**src/rtl/conv_pkg.sv**
```systemverilog
// Shared types for the 3x3 convolution scheduler: window markers and FSM states.
package conv_pkg;

    typedef struct packed {
        logic sop;
        logic eop;
        logic sof;
        logic eof;
    } marker_t;

    typedef enum logic [1:0] {
        IDLE  = 2'd0,
        RUN   = 2'd1,
        DRAIN = 2'd2
    } sched_state_t;

    // Start markers travel with the first kernel of a window, end markers with the last.
    function automatic marker_t issue_markers(marker_t mk, logic first, logic last);
        marker_t m;
        m.sop = mk.sop & first;
        m.eop = mk.eop & last;
        m.sof = mk.sof & first;
        m.eof = mk.eof & last;
        return m;
    endfunction

endpackage

```
**src/rtl/delay_rg.sv**
```systemverilog
// Fixed-depth register delay line with asynchronous clear.
module delay_rg #(
    parameter int W = 5,
    parameter int D = 5
) (
    input  logic         clk,
    input  logic         reset,
    input  logic [W-1:0] din,
    output logic [W-1:0] dout
);

    logic [W-1:0] r_pipe [D];

    // Shift stage-by-stage every cycle, free-running
    always_ff @(posedge clk or posedge reset) begin
        if (reset) begin
            for (int i = 0; i < D; i++) begin
                r_pipe[i] <= '0;
            end
        end else begin
            r_pipe[0] <= din;
            for (int i = 1; i < D; i++) begin
                r_pipe[i] <= r_pipe[i-1];
            end
        end
    end

    assign dout = r_pipe[D-1];

endmodule

```
**src/rtl/conv3x3_kernel_sched.sv**
```systemverilog
// Holds one pixel window while stepping the kernel ROM address through every kernel,
// tags issues with frame/line markers and realigns them to the conv pipeline output.
module conv3x3_kernel_sched
    import conv_pkg::*;
#(
    parameter int KERNEL_NUM = 16,
    parameter int ADDR_WIDTH = $clog2(KERNEL_NUM),
    parameter int PIPE_LAT   = 5
) (
    input  logic                  clk,
    input  logic                  reset,
    input  logic                  enable_i,
    input  logic                  stall_i,
    input  logic                  win_valid_i,
    output logic                  win_ready_o,
    input  logic                  sop_i,
    input  logic                  eop_i,
    input  logic                  sof_i,
    input  logic                  eof_i,
    output logic [ADDR_WIDTH-1:0] rom_addr_o,
    output logic                  issue_o,
    output logic                  first_k_o,
    output logic                  last_k_o,
    output logic                  res_valid_o,
    output logic                  res_sop_o,
    output logic                  res_eop_o,
    output logic                  res_sof_o,
    output logic                  res_eof_o,
    output logic                  busy_o,
    output logic                  frame_done_o
);

    localparam logic [ADDR_WIDTH-1:0] K_LAST = ADDR_WIDTH'(KERNEL_NUM - 1);
    localparam int                    DCNT_W = $clog2(PIPE_LAT + 1);
    localparam logic [DCNT_W-1:0]     D_LAST = DCNT_W'(PIPE_LAT);

    sched_state_t          r_state;
    logic [ADDR_WIDTH-1:0] r_k;
    marker_t               r_mk;
    logic [DCNT_W-1:0]     r_dcnt;
    logic [ADDR_WIDTH-1:0] r_rom_addr;
    logic                  r_issue;
    logic                  r_first_k;
    logic                  r_last_k;
    marker_t               r_tag;
    logic                  r_frame_done;

    logic                  w_first;
    logic                  w_last;
    logic                  w_ready;
    logic                  w_accept;
    marker_t               w_win_mk;
    logic [4:0]            w_res;

    assign w_first  = (r_k == '0);
    assign w_last   = (r_k == K_LAST);
    assign w_ready  = enable_i && !stall_i && ((r_state == IDLE) || ((r_state == RUN) && w_last));
    assign w_accept = win_valid_i && w_ready;
    assign w_win_mk = '{sop: sop_i, eop: eop_i, sof: sof_i, eof: eof_i};

    // Scheduler FSM with kernel/drain counters and registered issue outputs
    always_ff @(posedge clk or posedge reset) begin
        if (reset) begin
            r_state      <= IDLE;
            r_k          <= '0;
            r_mk         <= '0;
            r_dcnt       <= '0;
            r_rom_addr   <= '0;
            r_issue      <= 1'b0;
            r_first_k    <= 1'b0;
            r_last_k     <= 1'b0;
            r_tag        <= '0;
            r_frame_done <= 1'b0;
        end else begin
            r_issue      <= 1'b0;
            r_first_k    <= 1'b0;
            r_last_k     <= 1'b0;
            r_tag        <= '0;
            r_frame_done <= 1'b0;
            case (r_state)
                IDLE: begin
                    if (w_accept) begin
                        r_mk    <= w_win_mk;
                        r_k     <= '0;
                        r_state <= RUN;
                    end
                end
                RUN: begin
                    // Address follows k even while stalled so the held kernel stays visible
                    r_rom_addr <= r_k;
                    if (!stall_i) begin
                        r_issue   <= 1'b1;
                        r_first_k <= w_first;
                        r_last_k  <= w_last;
                        r_tag     <= issue_markers(r_mk, w_first, w_last);
                        if (w_last) begin
                            if (w_accept) begin
                                r_mk <= w_win_mk;
                                r_k  <= '0;
                            end else if (r_mk.eof) begin
                                r_dcnt  <= '0;
                                r_state <= DRAIN;
                            end else begin
                                r_state <= IDLE;
                            end
                        end else begin
                            r_k <= r_k + ADDR_WIDTH'(1);
                        end
                    end
                end
                DRAIN: begin
                    if (r_dcnt == D_LAST) begin
                        r_frame_done <= 1'b1;
                        r_state      <= IDLE;
                    end else begin
                        r_dcnt <= r_dcnt + DCNT_W'(1);
                    end
                end
                default: begin
                    r_state <= IDLE;
                end
            endcase
        end
    end

    delay_rg #(
        .W (5),
        .D (PIPE_LAT)
    ) u_align (
        .clk   (clk),
        .reset (reset),
        .din   ({r_issue, r_tag}),
        .dout  (w_res)
    );

    assign win_ready_o  = w_ready;
    assign rom_addr_o   = r_rom_addr;
    assign issue_o      = r_issue;
    assign first_k_o    = r_first_k;
    assign last_k_o     = r_last_k;
    assign res_valid_o  = w_res[4];
    assign res_sop_o    = w_res[3];
    assign res_eop_o    = w_res[2];
    assign res_sof_o    = w_res[1];
    assign res_eof_o    = w_res[0];
    assign busy_o       = (r_state != IDLE);
    assign frame_done_o = r_frame_done;

endmodule
```
**config.mk**
```make
export PLATFORM = sky130hd
export DESIGN_NAME = conv3x3_kernel_sched
export DESIGN_NICKNAME = d
export VERILOG_FILES = /design/src/rtl/conv_pkg.sv /design/src/rtl/delay_rg.sv /design/src/rtl/conv3x3_kernel_sched.sv
export SDC_FILE = /design/constraint.sdc
export NUM_CORES = 1
export LEC_CHECK = 0
export CAP_MARGIN = 20
export CORE_ASPECT_RATIO = 0.5
export CORE_MARGIN = 2
export CORE_UTILIZATION = 55
export DETAILED_ROUTE_END_ITERATION = 6
export PLACE_DENSITY = 0.85
export SYNTH_ARGS = -nofsm -noshare
export SYNTH_HDL_FRONTEND = slang
export SYNTH_SLANG_ARGS = --single-unit
```
**constraint.sdc**
```tcl
create_clock -name clk -period 4.5 [get_ports clk]
set_input_delay 0.45 -clock clk [delete_from_list [all_inputs] [get_ports clk]]
set_output_delay 0.45 -clock clk [all_outputs]
set_load 0.005 [all_outputs]
```
# After elaboration in Yosys (flattened, before gate mapping)
# Cells that the tools add are included.
[word_totals]
reg_bits = 50
input_bits = 9
[classes]
n_addsub = 2
n_eq_ne = 11
muxes = 31
bitwise_logic = 4
reduce_logical = 15
[ops]
columns = ["operator", "count"]
rows = [
  ["$mux 4", 8],
  ["$pmux 4 s2", 2],
  ["$mux 3", 5],
  ["$ne 2x2->1 const B", 7],
  ["$mux 2", 6],
  ["$mux 1", 8],
  ["$pmux 2 s3", 1],
  ["$pmux 3 s2", 1],
  ["$reduce_and 6->1", 1],
  ["$reduce_bool 2->1", 3],
  ["$reduce_and 5->1", 1],
  ["$add 4x1->4 const B", 1],
  ["$and 1x1->1", 4],
  ["$eq 4x4->1 const B", 1],
  ["$logic_and 1x1->1", 4],
  ["$logic_not 4->1", 1],
  ["$add 3x1->3 const B", 1],
  ["$eq 3x3->1 const B", 1],
  ["$reduce_and 3->1", 1],
  ["$eq 2x1->1 const B", 1],
  ["$eq 2x2->1 const B", 1],
  ["$logic_not 2->1", 1],
  ["$reduce_and 2->1", 1],
  ["$logic_not 1->1", 1],
  ["$logic_or 1x1->1", 1],
]

# Longest topological paths before layout
[depth]
ltp_word = 9
ltp_mapped = 5

# Cells and area by module
# Synthesis repeated with hierarchy kept, for this count alone.
[unflattened]
hier_cells = 130
hier_area_um2 = 1818.0
[modules_own_cells]
columns = ["mod", "instances", "cells_per_inst", "area_each_um2", "seq_area_each_um2"]
rows = [
  ["conv3x3_kernel_sched", 1, 99, 1151.1, 625.6],
  ["delay_rg", 1, 31, 666.9, 625.6],
]

# Worst setup path after synthesis
# No wires, ideal clock.
[synth_path]
path_type = "reg2out"
from = "register r_k[0]"
to = "output port win_ready_o"
arrival_ps = 1267
required_time_ps = 4050
slack_ps = 2783
path_stages_with_launch = 4
path_cell_list = "dfrtp_1 ha_1 nand3_1 a2111oi_0"
[synth_via]
elab_chain_cells = 4
[synth_rtl]
columns = ["element", "line_no", "rtl"]
rows = [
  ["start, declared", "conv3x3_kernel_sched.sv:38", "logic [ADDR_WIDTH-1:0] r_k;"],
  ["start signal, assigned", "conv3x3_kernel_sched.sv:107", "r_k <= r_k + ADDR_WIDTH'(1);"],
  ["$eq 4x4->1", "conv3x3_kernel_sched.sv:56", "assign w_last = (r_k == K_LAST);"],
  ["$logic_and 1x1->1", "conv3x3_kernel_sched.sv:57", "assign w_ready = enable_i && !stall_i && ((r_state == IDLE) || ((r_state == RUN) && w_last));"],
  ["$logic_or 1x1->1", "conv3x3_kernel_sched.sv:57", ""],
  ["$logic_and 1x1->1", "conv3x3_kernel_sched.sv:57", ""],
  ["end, declared", "conv3x3_kernel_sched.sv:15", "output logic win_ready_o,"],
]
# Every way passes these cells.

# Worst setup path after layout
# Same ends and word-level chain as after synthesis.

==> summary.txt <==
status - completed
cells after synthesis - 120
Die W - 83.7 um
Ant. Diodes - 0
Max Slew Vio Count - 0
placed cell areas - 0.00201 mm^2
DRC Markers - 0
Std-Cell Rows - 14
Initial Utilization - 58.0%
fmax - 371 MHz
dpl ws - 2.15 ns
Fin Hold WS - 0.319 ns
Seq pwr share - 52.1%
Comb pwr share - 22.3%
dpl hpwl - 1940 um
# IOs - 24
Worst VDD drop - 0.363 mV
post-synthesis area per instance - 14.6 um^2
startpoint types - flop
# placed instances - 180
total power - 1.19 mW
Mapped Area - 0.00175 mm^2
Switching Share - 27.7%
GRT Util Overall - 17.5%
Ys Warns - 0
Wirelength per Cell - 14.6 um
r2r endpoint - r_mk[2]
setup violators final - 0
Final Hold Vio Count - 0
Net count, final - 161
RSZ-0062 raised after global routing - false
FF-to-FF path depth - 4
crit path kind - reg -> out
Root Buffer - clkbuf_8
Critical Path AT - 2.24 ns
antenna violations before repair - 0
Final Instance Area - 0.00214 mm^2
ys flop type - dfrtp_1
Layout area overhead - 22.7%
Rel. slew slack - 67.7%
syn_nets - 133
Min-Delay Path Class - in -> async
Final min period - 2.69 ns
Max clock buf depth - 2
DRT Wirelength - 2760 um
Async SR Flop Fraction - 100%
Die Ht - 43.9 um
Yosys cell types - 35
slack of the critical path - 1.81 ns
Critical R2R Launch - r_k[0]
PortBufs - 23
CP Max Fanout - 6
hold_buf cts - 0
clk_lat worst skew - 0.30 ns
Setup TNS - 0 ns
Worst-path clk slew - 0.09 ns
Crit. End Element - output port
EDFF count, synth - 0
Synth top area share - 71.6%
post-synthesis sequential area ratio - 71.6%
vias per inst - 5.39
fin cells - 189
number of global-route vias before repair - 947
Final ANT Viol Nets - 0
largest cells by area after synthesis - dfrtp_1 72%, mux2_2 3.9%, ha_1 2.9%
area leader, netlist - dfrtp_1
Max Cap Viol - 0
worst reg2reg setup slack - 2.62 ns
Sink Count - 50
CP startpoint - r_k[0]
post-layout util - 71.2%
Power Density - 554 mW/mm^2
largest net degree at the start of global routing - 51
Post-CTS Resized - 0
period utilization - 59.8%
Core Footprint - 0.00301 mm^2
Synth Register Bits - 50
first-pass detailed-route iteration total - 4
Leak Pwr - 1.00 nW
WP data required - 4.05 ns
setup bufs post-CTS - 0
GPL Wtd Cong - 0.830
total die area - 0.00367 mm^2
Num CTS Buffers - 5
first-pass GRT wire length - 4570 um
Cell Int Power - 0.860 mW
Fin Clk Skew - 0.00881 ns
drt initial violations - 82
gr ovfl total - 0
CTS tree - yes
clock network fraction of total power - 25.7%
vias - 1,018
actual slew at the worst max-slew pin - 0.485 ns
CTS HTree Levels - 2
switching power total - 0.329 mW
layout cells sized above 1 - 13.4%
==> cells in the final DEF, fill, tap and decap left out, drive strengths merged, types with 2 or more instances in the layout <==
| cell type | count |
|---|---|
| a21oi | 3 |
| and2 | 3 |
| and3 | 2 |
| clkbuf | 6 |
| clkdlybuf4s50 | 23 |
| dfrtp | 50 |
| ha | 4 |
| inv | 6 |
| mux2 | 6 |
| mux2i | 2 |
| nand2 | 4 |
| nand2b | 2 |
| nand3 | 2 |
| nor2 | 6 |
| nor3 | 3 |
| o211ai | 2 |
| o21ai | 4 |
| o32ai | 2 |
| or3b | 2 |
==> flip-flops by register name (all words and copies together) (netlist names) <==
name            cells
first_k_o           1
frame_done_o        1
issue_o             1
last_k_o            1
r_dcnt              3
r_k                 4
r_mk                4
r_state             2
r_tag               4
rom_addr_o          4
u_align.dout        5
u_align.r_pipe     20
==> area by class of cell <==
cell class / count / area [um^2]
Sequential cell: 50 / 1250
Fill cell: 196 / 868
Tap cell: 40 / 50.0
Timing Repair Buffer: 24 / 250
Clock buffer: 6 / 72.6
Inverter: 6 / 22.5
Multi-Input combinational cell: 61 / 460
Clock inverter: 2 / 37.5
==> cells by family after synthesis <==
logic type               Yosys count  share of synthesized area, %
adder cells (fa/ha/maj)            4                          2.86
AND/OR/NAND/NOR                   32                          11.9
flip-flops                        50                          71.6
buffers and inverters              9                          2.08
multiplexers                       8                          5.01
AO/OA/AOI/OAI                     17                          6.59
==> Yosys cell counts (all sizes together) (2+ instances only) <==
library cell  instances
a21oi                 3
and2                  3
and3                  2
buf                   2
dfrtp                50
ha                    4
inv                   6
mux2                  6
mux2i                 2
nand2                 4
nand2b                2
nand3                 2
nor2                  6
nor3                  3
o211ai                2
o21ai                 4
o32ai                 2
or3b                  2
==> critical path: stages, from the launching register on <==
cell and delay, ns:
dfrtp_1 0.42, ha_1 0.26, nand3_1 0.21, a2111oi_0 0.47, clkdlybuf4s50_1 0.58
==> power groups by stage <==
stage               combinational (mW)  sequential, mW  clock, mW
detailed placement               0.265           0.628          0
global placement                 0.248           0.618          0
CTS                              0.266           0.619      0.314
global route                     0.293           0.631      0.339
floorplan                        0.172           0.605          0
finish                           0.265           0.619      0.305
==> routing by layer <==
| layer | global-route usage, % | up-vias | part of all wire, % |
|---|---|---|---|
| met1 | 22.1 | 518 | 43 |
| met5 | 0 | - | 0 |
| li1 | - | 469 | - |
| met4 | 6.77 | 0 | 1.2 |
| met3 | 8.19 | 4 | 6.8 |
| met2 | 27.2 | 27 | 49 |
==> worst max-delay path by stage <==
stage                              to  slack [ns]
after detailed placement  win_ready_o        2.15
after global routing      win_ready_o        1.66
after global placement    win_ready_o        2.16
final                     win_ready_o        1.81
after CTS                 win_ready_o        1.82
after floorplan           win_ready_o        2.78
Note: power is estimated with default switching activity, not from simulation.
